## config.mk

```make
export PLATFORM = sky130hd
export DESIGN_NAME = fifo_byte_serializer_flat
export DESIGN_NICKNAME = d
export VERILOG_FILES = /design/src/rtl/fifo_byte_serializer_if.sv /design/src/rtl/fifo_byte_serializer.sv /design/src/flat_wrapper.sv
export SDC_FILE = /design/constraint.sdc
export NUM_CORES = 1
export LEC_CHECK = 0
export ABC_AREA = 1
export BUFFER_PORTS_ARGS = -buffer_cell sky130_fd_sc_hd__buf_2
export CAP_MARGIN = 20
export CORE_ASPECT_RATIO = 0.5
export CORE_MARGIN = 10
export CORE_UTILIZATION = 49
export CTS_CLUSTER_DIAMETER = 80
export CTS_CLUSTER_SIZE = 20
export DETAILED_ROUTE_END_ITERATION = 10
export PLACE_DENSITY = 0.77
export SETUP_SLACK_MARGIN = 0.15
export SLEW_MARGIN = 5
export SYNTH_ARGS = -nofsm -noshare
export SYNTH_HDL_FRONTEND = slang
export SYNTH_SLANG_ARGS = --single-unit
```

## constraint.sdc

```tcl
create_clock -name clk -period 2.3 [get_ports clk]
set_input_delay 0 -clock clk [delete_from_list [all_inputs] [get_ports clk]]
set_output_delay 0 -clock clk [all_outputs]
set_load 0.02 [all_outputs]
```

## src/rtl/fifo_byte_serializer_if.sv

```systemverilog
// fifo_byte_serializer_if: FIFO pop port plus byte valid/ready stream seen by the serializer.
interface fifo_byte_serializer_if;
  logic        fifo_empty;
  logic [31:0] fifo_rdata;
  logic        fifo_ren;
  logic        m_valid;
  logic        m_ready;
  logic [7:0]  m_data;
  logic        m_last;
  modport master (
    input  fifo_empty, fifo_rdata, m_ready,
    output fifo_ren, m_valid, m_data, m_last
  );
  modport slave (
    output fifo_empty, fifo_rdata, m_ready,
    input  fifo_ren, m_valid, m_data, m_last
  );
endinterface

```

## src/rtl/fifo_byte_serializer.sv

```systemverilog
// fifo_byte_serializer: pops 32-bit FIFO words and streams them out as four bytes.
module fifo_byte_serializer #(
  parameter bit MSB_FIRST = 1'b1,
  parameter int CNT_W     = 16
) (
  input  logic                  clk,
  input  logic                  rst,
  fifo_byte_serializer_if.master bus,
  output logic                  busy,
  output logic [CNT_W-1:0]      word_count
);
  localparam logic [1:0] IDLE  = 2'd0;
  localparam logic [1:0] FETCH = 2'd1;
  localparam logic [1:0] SEND  = 2'd2;
  logic [1:0]  state;
  logic [31:0] word;
  logic [1:0]  byte_idx;
  logic [1:0]  sel;
  logic        hs;
  logic        last_hs;
  always_comb begin
    hs           = (state == SEND) && bus.m_ready;
    last_hs      = hs && (byte_idx == 2'd3);
    sel          = MSB_FIRST ? ~byte_idx : byte_idx;
    bus.fifo_ren = !rst && !bus.fifo_empty && ((state == IDLE) || last_hs);
    bus.m_valid  = state == SEND;
    bus.m_data   = word[{sel, 3'b000} +: 8];
    bus.m_last   = (state == SEND) && (byte_idx == 2'd3);
    busy         = state != IDLE;
  end
  // The FIFO's registered read data is captured in FETCH, one cycle after the pop.
  always_ff @(posedge clk) begin
    if (rst) begin
      state      <= IDLE;
      word       <= '0;
      byte_idx   <= '0;
      word_count <= '0;
    end else if (state == IDLE) begin
      state <= bus.fifo_empty ? IDLE : FETCH;
    end else if (state == FETCH) begin
      word     <= bus.fifo_rdata;
      byte_idx <= '0;
      state    <= SEND;
    end else if (state == SEND) begin
      if (hs) byte_idx <= byte_idx + 2'd1;
      if (last_hs) begin
        word_count <= word_count + CNT_W'(1);
        state      <= bus.fifo_empty ? IDLE : FETCH;
      end
    end else begin
      state <= IDLE;
    end
  end
endmodule
```

## src/flat_wrapper.sv

```systemverilog
// flat-port wrapper written by rule: the top's interface ports become plain ports
module fifo_byte_serializer_flat 
#(
  parameter bit MSB_FIRST = 1'b1,
  parameter int CNT_W     = 16
)
  (clk, rst, busy, word_count, bus_fifo_empty, bus_fifo_rdata, bus_m_ready, bus_fifo_ren, bus_m_valid, bus_m_data, bus_m_last);
  fifo_byte_serializer_if bus_i ();
  input  logic clk;
  input  logic rst;
  output logic busy;
  output logic [CNT_W-1:0] word_count;
  input wire logic [$bits(bus_i.fifo_empty)-1:0] bus_fifo_empty;
  input wire logic [$bits(bus_i.fifo_rdata)-1:0] bus_fifo_rdata;
  input wire logic [$bits(bus_i.m_ready)-1:0] bus_m_ready;
  output wire logic [$bits(bus_i.fifo_ren)-1:0] bus_fifo_ren;
  output wire logic [$bits(bus_i.m_valid)-1:0] bus_m_valid;
  output wire logic [$bits(bus_i.m_data)-1:0] bus_m_data;
  output wire logic [$bits(bus_i.m_last)-1:0] bus_m_last;
  assign bus_i.fifo_empty = bus_fifo_empty;
  assign bus_i.fifo_rdata = bus_fifo_rdata;
  assign bus_i.m_ready = bus_m_ready;
  assign bus_fifo_ren = bus_i.fifo_ren;
  assign bus_m_valid = bus_i.m_valid;
  assign bus_m_data = bus_i.m_data;
  assign bus_m_last = bus_i.m_last;
  fifo_byte_serializer #(.MSB_FIRST(MSB_FIRST), .CNT_W(CNT_W)) u_core (.clk(clk), .rst(rst), .bus(bus_i), .busy(busy), .word_count(word_count));
endmodule
```

Yosys cells after proc, flatten, opt, wreduce, memory -nomap -nowiden
Index checks and enable logic that the tools add are counted.
{"block": "classes", "n_addsub": 2, "n_eq_ne": 4, "shifts": 1, "muxes": 8, "bitwise": 3, "n_reduce_logical": 15}
{"cell": "variable part select 32 x 6 -> 8 bit", "n": 1}
{"cell": "adder 16 x 1 -> 16 bit (second input constant)", "n": 1}
{"cell": "two-way mux 2 bit", "n": 7}
{"cell": "nonzero test 2 bit", "n": 3}
{"cell": "logical AND 1 bit", "n": 5}
{"cell": "== test 2 bit (second input constant)", "n": 2}
{"cell": "!= test 4 x 1 -> 1 bit (second input constant)", "n": 1}
{"cell": "AND reduction 4 bit", "n": 1}
{"cell": "AND reduction 3 bit", "n": 1}
{"cell": "adder 2 x 1 -> 2 bit (second input constant)", "n": 1}
{"cell": "== test 2 x 1 -> 1 bit (second input constant)", "n": 1}
{"cell": "zero test 1 bit", "n": 2}
{"cell": "zero test 2 bit", "n": 1}
{"cell": "NOT 1 bit", "n": 2}
{"cell": "NOT 2 bit", "n": 1}
{"cell": "AND reduction 2 bit", "n": 1}
{"cell": "logical OR 1 bit", "n": 1}
{"cell": "two-way mux 1 bit", "n": 1}
{"block": "word_totals", "regBits": 52, "in_bits": 36, "out_inout_bits": 28, "word_cells": 37}

Depth between registers and ports, before layout
Gate-level depths: netlist of the first run.
{"block": "depth", "ltp_word": 7, "depth_mapped": 10, "depth_no_buf": 10}

Worst setup path after synthesis of the first run
No wires, ideal clock.
{"block": "synth_timing", "path_kind": "register -> register", "startpoint": "reg u_core.state[0]", "endpoint": "reg u_core.state[0]", "setup_time_ns": 0.087, "arrival_ns": 1.553, "required_time_ns": 2.213, "slack_ns": 0.660, "stages_incl_launch_ff": 7, "n_path_buf": 0, "synth_period_minus_slack_ns": 1.640, "cell_sequence": "dfxtp_1 > inv_1 > ha_1 > nand3_2 > a21oi_1 > o21ai_0 > o31ai_1"}
{"block": "synth_via", "elab_chain_cells": 4, "word_cells_on_any_way": 9, "cone_classes": "eq/ne (3); mux (3); reduce/logical (3)"}
{"item": "start, declared", "line_no": "fifo_byte_serializer.sv:15", "rtl": "logic [1:0] state;"}
{"item": "start signal, assigned", "line_no": "fifo_byte_serializer.sv:39", "rtl": "state <= bus.fifo_empty ? IDLE : FETCH;"}
{"item": "start signal, assigned", "line_no": "fifo_byte_serializer.sv:48", "rtl": "state <= bus.fifo_empty ? IDLE : FETCH;"}
{"item": "== test 2 bit *"}
{"item": "named net bus_m_valid", "line_no": "flat_wrapper.sv:17", "rtl": "output wire logic [$bits(bus_i.m_valid)-1:0] bus_m_valid;"}
{"item": "two-way mux 2 bit / logical AND 1 bit (equally long branches)", "line_no": "fifo_byte_serializer.sv:44, fifo_byte_serializer.sv:22"}
{"item": "two-way mux 2 bit / logical AND 1 bit (equally long branches)", "line_no": "fifo_byte_serializer.sv:40, fifo_byte_serializer.sv:23"}
{"item": "two-way mux 2 bit / != test 4 x 1 -> 1 bit (equally long branches)"}
The timed path passes the listed nets; every way through them passes the cells marked *.
A chain may end at the register's enable or synchronous reset.

Worst setup path after layout of the first run
{"block": "layout_timing", "startpoint": "reg u_core.byte_idx[1]", "endpoint": "reg u_core.word_count[10]"}
{"block": "layout_via", "elab_chain_cells": 3}
{"item": "start, declared", "line_no": "fifo_byte_serializer.sv:17", "rtl": "logic [1:0] byte_idx;"}
{"item": "start signal, assigned", "line_no": "fifo_byte_serializer.sv:45", "rtl": "if (hs) byte_idx <= byte_idx + 2'd1;"}
{"item": "== test 2 bit", "line_no": "fifo_byte_serializer.sv:23", "rtl": "last_hs = hs && (byte_idx == 2'd3);"}
{"item": "logical AND 1 bit", "line_no": "fifo_byte_serializer.sv:23"}
{"item": "AND reduction 4 bit (no line)"}
{"item": "end signal, assigned", "line_no": "fifo_byte_serializer.sv:47", "rtl": "word_count <= word_count + CNT_W'(1);"}
{"item": "end, declared", "line_no": "fifo_byte_serializer.sv:10", "rtl": "output logic [CNT_W-1:0] word_count"}
Every way passes these cells.

==> results of run 1 <==
repair_timing:
action	CTS	global route
gates resized for setup	0	0
hold buffers	33	0
hold endpoints to repair	38	0
buffers inserted	0	0
state kept, by name, indices dropped and copies added (netlist names):
signal and cells:
u_core.state 2, u_core.word 32, u_core.byte_idx 2, u_core.word_count 16
power by group:
part / switching, mW / internal, mW / leakage, nW / total (mW)
Clock: 0.312 / 0.356 / 0.0614 / 0.668
Sequential: 0.0236 / 0.947 / 0.424 / 0.971
Combinational: 0.156 / 0.124 / 1.04 / 0.280
tightest hold or removal path: stages:
cell	delay, ps
sky130_fd_sc_hd__buf_2	70
sky130_fd_sc_hd__inv_1	30
sky130_fd_sc_hd__nand2_1	40
sky130_fd_sc_hd__a21oi_1	50
sky130_fd_sc_hd__o21ai_0	70
sky130_fd_sc_hd__o31ai_1	70
final cells by class:
cell class	instances	area, sq um	share of cell area [%]
clock buffer	6	82.58	2.557
clock inverter	2	38.79	1.201
inverter	20	75.07	2.325
multi-input combinational	260	1226	37.97
sequential	52	1041	32.24
tap	66	82.58	2.557
timing repair buffer	101	683.2	21.15
synthesized netlist by cell type:
| library cell | count | share of area [%] |
|---|---|---|
| sky130_fd_sc_hd__o21ai_1 | 1 | 0.21 |
| sky130_fd_sc_hd__inv_1 | 19 | 3.0 |
| sky130_fd_sc_hd__clkbuf_1 | 8 | 1.2 |
| sky130_fd_sc_hd__buf_2 | 6 | 1.2 |
| sky130_fd_sc_hd__nand3_1 | 12 | 2.5 |
| sky130_fd_sc_hd__ha_1 | 5 | 2.6 |
| sky130_fd_sc_hd__dfxtp_1 | 52 | 43 |
| sky130_fd_sc_hd__buf_6 | 1 | 0.47 |
| sky130_fd_sc_hd__o21ai_0 | 53 | 11 |
| sky130_fd_sc_hd__a211oi_1 | 2 | 0.62 |
| sky130_fd_sc_hd__nor3_1 | 1 | 0.21 |
| sky130_fd_sc_hd__o21bai_2 | 1 | 0.47 |
| sky130_fd_sc_hd__nor2_2 | 4 | 1.0 |
| sky130_fd_sc_hd__nand3_2 | 1 | 0.41 |
| sky130_fd_sc_hd__nand4_1 | 3 | 0.78 |
| sky130_fd_sc_hd__nand3b_4 | 1 | 0.83 |
| sky130_fd_sc_hd__nand2_2 | 2 | 0.52 |
| sky130_fd_sc_hd__nand3b_1 | 1 | 0.31 |
| sky130_fd_sc_hd__nor2_1 | 110 | 17 |
| sky130_fd_sc_hd__o22ai_1 | 8 | 2.1 |
| sky130_fd_sc_hd__a21oi_1 | 12 | 2.5 |
| sky130_fd_sc_hd__o31ai_1 | 1 | 0.31 |
| sky130_fd_sc_hd__xnor2_1 | 1 | 0.36 |
| sky130_fd_sc_hd__nor2_4 | 2 | 0.93 |
| sky130_fd_sc_hd__inv_2 | 1 | 0.16 |
| sky130_fd_sc_hd__nand2_1 | 39 | 6.1 |
layout by cell type, fill, tap and decap left out, types with 2 or more instances in the layout:
cell | netlist | routed
sky130_fd_sc_hd__nand2_1 | 39 | 39
sky130_fd_sc_hd__o21ai_0 | 53 | 53
sky130_fd_sc_hd__nor2_1 | 110 | 110
sky130_fd_sc_hd__a211oi_1 | 2 | 2
sky130_fd_sc_hd__inv_1 | 19 | 19
sky130_fd_sc_hd__nand4_1 | 3 | 3
sky130_fd_sc_hd__nand2_2 | 2 | 2
sky130_fd_sc_hd__o22ai_1 | 8 | 8
sky130_fd_sc_hd__ha_1 | 5 | 5
sky130_fd_sc_hd__clkbuf_8 | 0 | 6
sky130_fd_sc_hd__nor2_2 | 4 | 4
sky130_fd_sc_hd__dlygate4sd3_1 | 0 | 33
sky130_fd_sc_hd__a21oi_1 | 12 | 12
sky130_fd_sc_hd__nor2_4 | 2 | 2
sky130_fd_sc_hd__buf_2 | 6 | 63
sky130_fd_sc_hd__dfxtp_1 | 52 | 52
sky130_fd_sc_hd__buf_4 | 0 | 5
sky130_fd_sc_hd__nand3_1 | 12 | 12
routing by layer:
layer  global-route usage, %  up-vias  routed length [microns]
met1                   16.99     1174                     2829
met3                   5.749        8                      364
li1                        -     1312                        -
met2                   27.31       56                     3182
met5                       0        -                        0
met4                   4.527        0                       78
cell families (layout without fill, tap and decap cells):
family / Yosys count / in the layout / share of synthesized area [%]
AO/OA/AOI/OAI: 78 / 78 / 17.16
XOR/XNOR: 1 / 1 / 0.3629
adder cells (fa/ha/maj): 5 / 5 / 2.592
buffers and inverters: 35 / 129 / 6.065
flip-flops: 52 / 52 / 43.13
AND/OR/NAND/NOR: 176 / 176 / 30.69
how the worst min path moves through the flow:
stage	endpoint	cells after the start
floorplan	u_core.state[1]	1
global placement	u_core.word[31]	3
detailed placement	u_core.word[23]	3
CTS	u_core.state[0]	6
global route	u_core.state[0]	6
finish	u_core.state[0]	6
metrics by stage:
stage	setup slack [ps]	total power, mW
floorplan	659.6	1.138
global placement	623.2	1.220
detailed placement	558.3	1.226
CTS	531.6	1.933
global route	360.3	2.011
finish	516.1	1.919
==> run summary, run 1 <==
By startpoint and endpoint, the worst setup path is classified as register to register. The die is 119.3 microns wide. The area of the die came out at 8303 sq um. The worst hold path begins at bus_fifo_empty.

The critical-path maximum fanout came out at 13. The worst setup path is captured at a register. 64 I/O pins were placed.

At the end of the flow, the number of nets in the layout was 481. For the worst setup path, the data arrival time is 2000 ps. The max-cap check violation count is 0. CTS placed an instance of sky130_fd_sc_hd__clkbuf_8 at the clock tree root. The core footprint is 4573 sq um. Dividing the detail-routed wire length by the instance count gives 12.73 microns.

The number of H-tree levels came out at 2. The area growth from synthesis to layout came out at 33.80%. The flow ran to the end, and the final reports show no timing, DRC or antenna violations.

The total congestion overflow is 0. Traced cell by cell, the critical path runs through ha_1, nand3_2, nor2_4, nand2_1, nor2_2, nand3_1, nand2_1, nor2_1. The total count of hold-check failures in the final report came out at 0. Cells with a size suffix above 1 make up approximately 20% of the layout. The worst setup path is launched from a register. The count of fill cells added during filler insertion is 405. The total wirelength of the detailed-routed design is 6454 microns. The netlist area before placement came out at 2414 sq um. The largest individual stage delay along the critical path comes from the cell sky130_fd_sc_hd__dfxtp_1.

Setup violations remaining at the end of the flow were counted as 0. Tracing the worst setup path back leads to its startpoint at u_core.byte_idx[1]. The required time at the endpoint of the critical path is 2510 ps. The final hold slack came out at 67.49 ps. Once layout is done, the placed cells without fillers occupy 3229 sq um. The vertical extent of the die is 69.63 microns.

Together, buffers and inverters on the worst path number 0. The post-layout minimum cycle time is 1784 ps. During placement, the flow inserted port buffers numbering 63.

Summed over all cells, the static leakage comes to 1.527 nW. The number of cells on the critical path is 8. The first-pass iteration count of the detailed router is 4.

The initial utilization of the core area, before any placement, comes to 52.78%. Based on the critical path, the design can be clocked at up to 0.5606 GHz. The share of synthesized area occupied by flip-flops and latches is 43.13%. The tree built by TritonCTS fans out to 52 sinks. The final critical path takes up between 70% and 80% of the cycle. The antenna diode count is 0. Setup repair after global routing left no endpoint under its margin. The maximum number of pins on one net before global-route repair is 38.

The maximum single-stage delay on the critical path came out at 520 ps. The remaining antenna violation count after routing came out at 0. For the final database, setup skew stands at about 7.7 ps. The source-to-sink clock delay at the later pin of the worst-skew pair came out at approximately 310 ps.

The net count after synthesis is 388. The via count of the first global-routing pass is roughly 2,600. The launching point of the worst reg2reg path is u_core.byte_idx[1]. The remaining design rule violation count came out at 0. The setup check on the worst reg-to-reg path leaves a slack of 520 ps.

The end of the worst register-to-register path is u_core.word_count[10]. The total power per unit cell area is slightly below 600 nW/um^2. TritonCTS built the clock tree. In this design, the largest share of critical-path delay is due to simple AND/OR/NAND/NOR gates.

The final cell count without fillers is slightly above 500. In the synthesized netlist, the number of instances is 347. The placer congestion estimate is 0.8426. The utilization after layout came out at about 70%. Yosys printed 0 warnings. The worst setup path endpoint is u_core.word_count[10]. Headroom to the max-slew limit came out at 49.61%. The worst register-to-register path has a depth of 8. IR analysis of the VDD net gives a maximum drop of ~0.00040 V.

The first global-routing pass estimated 11,070 microns of wire. The number of placement rows is 17. The number of max-slew violations in the final report came out at 0. Detailed placement finished with a half-perimeter wire length of 4419 microns. The path class of the tightest hold or removal check is primary input to register. The number of buffers created by CTS came out at 5. The count of vias placed by the detailed router came out at 2,550. The maximum clock insertion buffer count came out at 2. Global routing consumed, over all layers together, 15.50% of the routing resources. After clock tree synthesis, the clock-pin slew on the worst setup and hold paths is 100 ps. The accumulated negative setup slack came out at 0 ps.

Each instance of the synthesized netlist takes up on average a little under 7 sq um. The placed instance area is between 2000 and 3000 sq um. The initial antenna violation count is 0. The synthesized design contains 52 register bits.

The mean number of vias per cell is 5.030. The transition time at the pin with the least slew margin came out at 755.0 ps. Yosys mapped the design onto 26 distinct sky130hd cell types.

The cell type with the highest occurrence count on the critical path is sky130_fd_sc_hd__nand2_1. After the first detailed-routing iteration, the DRC count stood at 199. The instance count after placement with tap cells included is 466.
No activity file was read; power rests on OpenSTA's default activity.
==> run 2, diff against run 1 <==
--- a/config.mk
+++ b/config.mk
@@ -5,7 +5,7 @@
 export SDC_FILE = /design/constraint.sdc
 export NUM_CORES = 1
 export LEC_CHECK = 0
-export ABC_AREA = 1
+export ABC_AREA = 0
 export BUFFER_PORTS_ARGS = -buffer_cell sky130_fd_sc_hd__buf_2
 export CAP_MARGIN = 20
 export CORE_ASPECT_RATIO = 0.5
==> constraint.sdc (replaced) <==
create_clock -name clk -period 1.7 [get_ports clk]
set_input_delay 0 -clock clk [delete_from_list [all_inputs] [get_ports clk]]
set_output_delay 0 -clock clk [all_outputs]
set_load 0.02 [all_outputs]
==> run summary, run 2 <==
The fraction of power consumed by sequential logic came out at 53.1%. Among all flip-flop cells after synthesis, the most frequent one is sky130_fd_sc_hd__dfxtp_1. The worst path setup slack after routing is -100.2 ps. The fraction of layout instances using a drive strength above 1 is 38.18%. The count of vias placed by the detailed router is 2,162. Internal power comes to 1.802 mW. The HPWL reported at the end of detailed placement is 4284 microns.

After floorplanning, the core was sized to cover 4531 sq um. The count of final setup violators is 7. The synthesized design spends more area on one cell type than any other, namely sky130_fd_sc_hd__dfxtp_1. The count of fill cells added during filler insertion came out at 306. The worst slew slack as a fraction of its limit came out at between 50% and 60%. Global routing finished with a remaining overflow of 0. The run finished, with violations left. The final design area excluding fillers came out at 3521 sq um. The total wirelength of the detailed-routed design came out at 6931 microns. In this run, synthesis inferred 0 flip-flops with an integrated enable. The number of placement rows came out at 17. The power after layout is 2.418 mW. The repair_antennas step left the layout with diodes totalling 0. The first-pass iteration count of the detailed router came out at 4.

For the pin with the worst max-slew slack, the measured transition is 611.8 ps. The quantity of I/O buffers inserted on ports came out at 63. The longest clock path from root to sink contains 2 buffers. The number of buffers created by CTS came out at 5. Based on the critical path, the design can be clocked at up to 0.5555 GHz. Counting I/O delays and the setup requirement, the final critical path takes between 1500 and 2000 ps. The worst path arrival time came out at ~2000 ps. The placer congestion estimate came out at 0.7668. The share of total power dissipated in the clock network is 31.1%.

The remaining design rule violation count came out at 0. The number of H-tree levels came out at 2. Measured along the x axis, the die boundary spans 118.5 microns. The netlist area before placement came out at 2375 sq um. The switching share of total power came out at 25.48%. Summed over its instances, the top area cell type makes up a little over two fifths of the synthesized netlist area. The clock skew after layout came out at 7.825 ps. Synthesis produced a netlist whose cell count is 239. The clock-pin transition on the worst setup and hold timing paths came out at 90 ps. The post-synthesis sequential element count came out at 52.

The post-detailed-route wirelength per cell came out at 16.62 microns. STA classifies the critical path endpoint as a register. The number of max-slew violations in the final report is 0.

The final reports fail on negative setup slack. The critical-path maximum fanout is 8. TritonCTS built the clock tree. The remaining antenna violation count after routing came out at 0.

The library cell used most frequently in the layout, excluding fill and tap cells, is sky130_fd_sc_hd__buf_2. The worst hold-check path type is primary input to register. The share of the clock period used by the worst path after layout came out at 105.9%. Clock tree synthesis selected as its root buffer the cell sky130_fd_sc_hd__clkbuf_8.

The placed instance area came out at approximately 2900 sq um. The final hold slack came out at a little over 20 ps. The accumulated negative setup slack is -525.3 ps. The top register by number of flip-flops is u_core.word. The mean number of vias per cell came out at 5.185. Power spread over the standard cell area amounts to 686.7 nW/um^2. Ranked by instance count, the synthesized netlist is headed by sky130_fd_sc_hd__dfxtp_1, sky130_fd_sc_hd__nor2_1, sky130_fd_sc_hd__mux2i_1, sky130_fd_sc_hd__a21oi_1, sky130_fd_sc_hd__nand2_1.

STA classifies the critical path startpoint as a register. The register with the most flip-flops in the layout has 32 of them. Summed over all nets, the switching power comes to just over 600 uW.

By area the synthesized netlist is led by sky130_fd_sc_hd__dfxtp_1, sky130_fd_sc_hd__mux2i_1, sky130_fd_sc_hd__mux4_2, sky130_fd_sc_hd__nor2_1, sky130_fd_sc_hd__a21oi_1. Relative to the synthesized area, the layout overhead comes to 48.26%. For this configuration, the core starts out at a cell density of 52.42%.

For the worst-skew pair, the clock arrives at the later sink with an insertion delay of roughly 300 ps. The initial antenna violation count came out at 0. The proportion of register bits with asynchronous set or reset after synthesis came out at 0%. The share of synthesized area occupied by flip-flops and latches is around 44%. The final cell count without fillers came out at 417. The via count of the first global-routing pass came out at 2,315.

The total count of hold-check failures in the final report came out at 0. The portion of total power attributed to combinational logic came out at 15.7%. The required time at the endpoint of the critical path came out at just under 2000 ps. The first global-routing pass estimated 11,030 microns of wire. The global-route total usage across every layer is 15.63%. The worst IR drop on VDD came out at ~0.0004 V. The number of different library cells in the post-synthesis netlist is 31. The largest registers in the layout are u_core.word (32), u_core.word_count (16).

The maximum number of pins on one net before global-route repair came out at 29. The static power due to leakage came out at 1.475 nW. The net count after synthesis came out at 280. In the post-synthesis netlist, the cell with the most instances is sky130_fd_sc_hd__dfxtp_1. The DRC marker count from the first detailed-route iteration is 186. The per-instance average area after synthesis came out at between 9 and 10 sq um.

The instance count after placement with tap cells included came out at 370. Setup repair after global routing could not meet its margin everywhere. The Yosys warning count came out at 0. The area of the die came out at 8200 sq um. The max-cap check violation count is 0.

In the layout the commonest cells are sky130_fd_sc_hd__buf_2, sky130_fd_sc_hd__dfxtp_1, sky130_fd_sc_hd__nor2_1. The vertical extent of the die is between 60 and 70 microns. The utilization after layout is 77.71%. The number of nets at the end of the flow came out at between 300 and 400. The CTS sink count is 52. In this run the count of I/O pins placed on the die edge is 64.

OpenSTA, run right after detailed placement, puts the worst setup slack at -138.8 ps. The setup path with the least slack is of type register to register.
run 2: cell count changes after synthesis, moves of 11 or more:
| cell | before | now |
|---|---|---|
| sky130_fd_sc_hd__o21ai_0 | 53 | 5 |
| sky130_fd_sc_hd__nor2_1 | 110 | 41 |
| sky130_fd_sc_hd__nand2_1 | 39 | 11 |
| sky130_fd_sc_hd__mux2i_1 | 0 | 32 |
| sky130_fd_sc_hd__inv_1 | 19 | 8 |
run 2: what timing repair did:
item,CTS,global route
gates cloned,0,0
setup buffers,2,5
resized for setup,14,29
hold buffers,32,0
pin swaps,2,11
hold endpoints to repair,32,0
endpoints found under the setup margin,36,32
run 2: routing by layer:
| metal | up-vias | wire length (microns) | part of all wire [%] | track usage [%] |
|---|---|---|---|---|
| met4 | 0 | 135 | 1.9 | 3.728 |
| met2 | 54 | 3721 | 54 | 28.53 |
| met1 | 1032 | 2781 | 40 | 17.48 |
| met5 | - | 0 | 0 | 0 |
| li1 | 1064 | - | - | - |
| met3 | 12 | 293 | 4.2 | 4.615 |
run 2: worst max-delay path, cell delays in order, from the launching register on:
cell and delay (ps):
sky130_fd_sc_hd__dfxtp_4 370, sky130_fd_sc_hd__inv_4 50, sky130_fd_sc_hd__ha_4 150, sky130_fd_sc_hd__nand4bb_4 220, sky130_fd_sc_hd__or3_4 390, sky130_fd_sc_hd__or4_4 430, sky130_fd_sc_hd__a21oi_2 130
run 2: cell type report:
class                           count  area, sq um  area share, %
Multi-Input combinational cell    162         1354          38.45
Sequential cell                    52         1049          29.78
Timing Repair Buffer              121        907.1          25.76
Clock buffer                        6        82.58          2.345
Tap cell                           66        82.58          2.345
Inverter                            8        32.53         0.9240
Clock inverter                      2        13.76         0.3909
run 2: power by group through the flow:
stage | Combinational, mW | Clock, mW | Sequential [mW]
detailed placement | 0.283 | 0 | 1.31
global placement | 0.273 | 0 | 1.31
CTS | 0.352 | 0.754 | 1.28
floorplan | 0.199 | 0 | 1.30
global route | 0.413 | 0.807 | 1.29
finish | 0.380 | 0.753 | 1.28
run 2: path summary, 6_finish.rpt:
kind,slack (ps),to,startpoint,cells after the start
max,-100,u_core.word_count[13],u_core.state[0],6
min,20,u_core.state[0],bus_fifo_empty,4
max reg2reg,-100,u_core.word_count[13],u_core.state[0],6
min reg2reg,500,u_core.word_count[15],u_core.word_count[15],2
run 2: cells by family (layout without fill, tap and decap cells):
| logic type | Yosys count | after routing | share of synthesized area (%) |
|---|---|---|---|
| AOI/OAI and AO/OA | 26 | 26 | 6.322 |
| xor gates and xnor gates | 7 | 7 | 2.582 |
| adders and majority gates | 5 | 5 | 2.634 |
| buffers and inverters | 25 | 137 | 5.638 |
| DFF | 52 | 52 | 43.84 |
| muxes | 40 | 40 | 21.07 |
| and+or+nand+nor | 84 | 84 | 17.91 |
==> run 3, diff against run 2 <==
--- a/config.mk
+++ b/config.mk
@@ -6,7 +6,6 @@
 export NUM_CORES = 1
 export LEC_CHECK = 0
 export ABC_AREA = 0
-export BUFFER_PORTS_ARGS = -buffer_cell sky130_fd_sc_hd__buf_2
 export CAP_MARGIN = 20
 export CORE_ASPECT_RATIO = 0.5
 export CORE_MARGIN = 10
@@ -14,8 +13,10 @@
 export CTS_CLUSTER_DIAMETER = 80
 export CTS_CLUSTER_SIZE = 20
 export DETAILED_ROUTE_END_ITERATION = 10
-export PLACE_DENSITY = 0.77
+export DONT_BUFFER_PORTS = 1
+export PLACE_DENSITY = 0.66
 export SETUP_SLACK_MARGIN = 0.15
+export SKIP_LAST_GASP = 1
 export SLEW_MARGIN = 5
 export SYNTH_ARGS = -nofsm -noshare
 export SYNTH_HDL_FRONTEND = slang
==> run summary, run 3 (synthesized netlist as in run 2, its figures left out) <==
The flow ran to the end, but the final reports show violations. The checks that failed: negative hold slack, negative setup slack. Internal power comes to 1.714 mW. TritonCTS built the clock tree. The number of buffers created by CTS came out at 5. The maximum number of pins on one net before global-route repair came out at 54. The die covers 8200 sq um.

The startpoint type of the worst setup path is a register. The final hold slack is -242.8 ps. The post-layout minimum cycle time is 1795 ps. The total power per unit cell area came out at 790.2 nW/um^2. Of the total power, registers draw ~57%.

The critical path is of the register to register type. The clock skew after layout came out at 6.100 ps. The max-cap check violation count came out at 0. The switching share of total power came out at ~24%.

The total wirelength of the detailed-routed design is 5518 microns. In this run, the clock network consumes between 30 and 40% of the power. The global-route total usage across every layer came out at 12.67%. Routability-driven placement finished with a final weighted congestion of 0.7670. The worst path setup slack after routing is -95.25 ps. The chip width is roughly 120 microns. The mean number of vias per cell is ~5.4.

The number of H-tree levels is 2. The accumulated negative setup slack is -402.8 ps. The initial antenna violation count came to 0. The instance count after placement with tap cells included came out at 313. The critical-path maximum fanout is 8. The clock-pin transition on the worst setup and hold timing paths came out at 90 ps. The count of vias placed by the detailed router is 1,752.

The number of placement rows is 17. The largest individual stage delay along the critical path comes from the cell sky130_fd_sc_hd__or4_4. The total count of hold-check failures in the final report is between 50 and 60. The maximum clock insertion buffer count is 2. Setup repair after global routing could not meet its margin everywhere. The remaining antenna violation count after routing came out at 0. The flip-flop count of the largest register after layout came out at 32. More flip-flops sit in one register than any other, and that register is u_core.word.

The critical path goes through inv_4, ha_4, nand4bb_4, or3_4, or4_4, a21oi_2. The starting utilization of the core area is 52.42%. The antenna diode count came out at 0. The portion of total power attributed to combinational logic came out at 10.4%. In this design, the stage delay of the slowest critical-path cell is ~430 ps. The source-to-sink clock delay at the later pin of the worst-skew pair came out at about 300 ps.

The first-pass GRT wire length came out at 8742 microns. The HPWL reported at the end of detailed placement came out at approximately 3900 microns. The core footprint is 4531 sq um. The number of max-slew violations in the final report came to 0. The total congestion overflow is 0.

Leaving out fill and tap cells, the most frequent cell in the layout is sky130_fd_sc_hd__dfxtp_1. Compared with the post-synthesis result, the final layout area differs by 20.23%. The DRC marker count from the first detailed-route iteration is between 100 and 150. The transition time at the pin with the least slew margin came out at 436.7 ps. The required time at the endpoint of the critical path is approximately 1900 ps. The count of final setup violators is 6.

The number of top-level pins is 64. Data on the critical path arrives at its endpoint at 2030 ps. From bottom edge to top edge, the die measures between 60 and 70 microns. Before antenna repair, the detailed router went through 4 iterations.

The worst hold path belongs to the class primary input to register. In the final layout, the share of cells above drive strength 1 is between 20% and 30%. The number of nets at the end of the flow is ~300. The via count of the first global-routing pass is 1,736. The remaining design rule violation count is 0. The net switching power figure is 542.1 uW. The final cell count without fillers is 324.

The worst slew slack as a fraction of its limit came out at a little over two thirds. The static power due to leakage is around 1.0 nW. STA classifies the critical path endpoint as a register. The CTS sink count came out at 52. In the layout the commonest cells are sky130_fd_sc_hd__dfxtp_1, sky130_fd_sc_hd__nor2_1, sky130_fd_sc_hd__mux2i_1.

The quantity of I/O buffers inserted on ports came out at 0. The maximum clock frequency came out at 0.5570 GHz. The post-detailed-route wirelength per cell came out at 17.03 microns.

CTS placed an instance of sky130_fd_sc_hd__clkbuf_8 at the clock tree root. The worst IR drop on VDD came out at roughly 0.00046 V. The largest registers in the layout are u_core.word (32), u_core.word_count (16). The share of the clock period used by the worst path after layout is 105.6%.
-- run 3: cell count changes in the layout (fill, tap and decap cells not counted), moves of 2 or more --
cell / delta
sky130_fd_sc_hd__buf_2: -59
sky130_fd_sc_hd__dlygate4sd3_1: -32
sky130_fd_sc_hd__buf_6: -7
sky130_fd_sc_hd__buf_4: +5
sky130_fd_sc_hd__a21oi_1: -2
sky130_fd_sc_hd__a21oi_2: +2
sky130_fd_sc_hd__dfxtp_1: +2
sky130_fd_sc_hd__nand3_1: +2
sky130_fd_sc_hd__nand3_2: -2
-- run 3: stage by stage --
step	utilization, %	instance area [sq um]	power [mW]	setup WS, ps
floorplan	-	2432	1.504	-156.0
global placement	56.92	2579	1.507	-80.15
detailed placement	56.92	2579	1.519	-144.6
CTS	60.70	2750	2.261	-107.1
global route	63.02	2855	2.360	-170.0
finish	63.02	2855	2.256	-95.25
-- run 3: power groups by stage --
stage               clock [mW]  combinational, mW  sequential, mW
global placement             0              0.199            1.31
global route             0.815              0.257            1.29
finish                   0.738              0.235            1.28
detailed placement           0              0.208            1.31
floorplan                    0              0.199            1.30
CTS                      0.761              0.217            1.28
-- run 3: final cells by class --
class / count / area [sq um]
Fill cell: 397 / 1675
Multi-Input combinational cell: 162 / 1335
Sequential cell: 52 / 1044
Timing Repair Buffer: 28 / 267.8
Clock buffer: 7 / 86.33
Tap cell: 66 / 82.58
Inverter: 8 / 32.53
Clock inverter: 1 / 7.507
-- run 3: routing by layer --
layer  routed length [microns]  up-vias  global-route usage [%]
met2                      2764       37                   21.62
met3                       445        4                   5.830
met4                        27        0                   2.397
met1                      2281      836                   14.33
li1                          -      875                       -
met5                         0        -                       0
-- run 3: final timing paths --
check                           depth (start not counted)  slack (ps)                    end       startpoint
worst max-delay path                                    6        -100  u_core.word_count[12]  u_core.state[0]
worst min-delay path                                    1        -240        u_core.word[18]              rst
worst min register to register                          2         500         u_core.word[5]   u_core.word[5]
worst max register to register                          6        -100  u_core.word_count[12]  u_core.state[0]
-- run 3: worst max-delay path, delay by kind of cell (launching register included) --
family / cells / cell delay (ps)
AO/OA/AOI/OAI: 1 / 120
buffers and inverters: 1 / 50
AND/OR/NAND/NOR: 3 / 1050
adder cells (fa/ha/maj): 1 / 150
flip-flops: 1 / 360
-- run 3: timing repair --
action | 4_1_cts | 5_1_grt
pin swaps | 2 | 4
setup endpoints to repair | 35 | 24
endpoints found under the hold margin | 52 | 52
setup buffers | 1 | 1
resized for setup | 12 | 16
cloned | 0 | 1
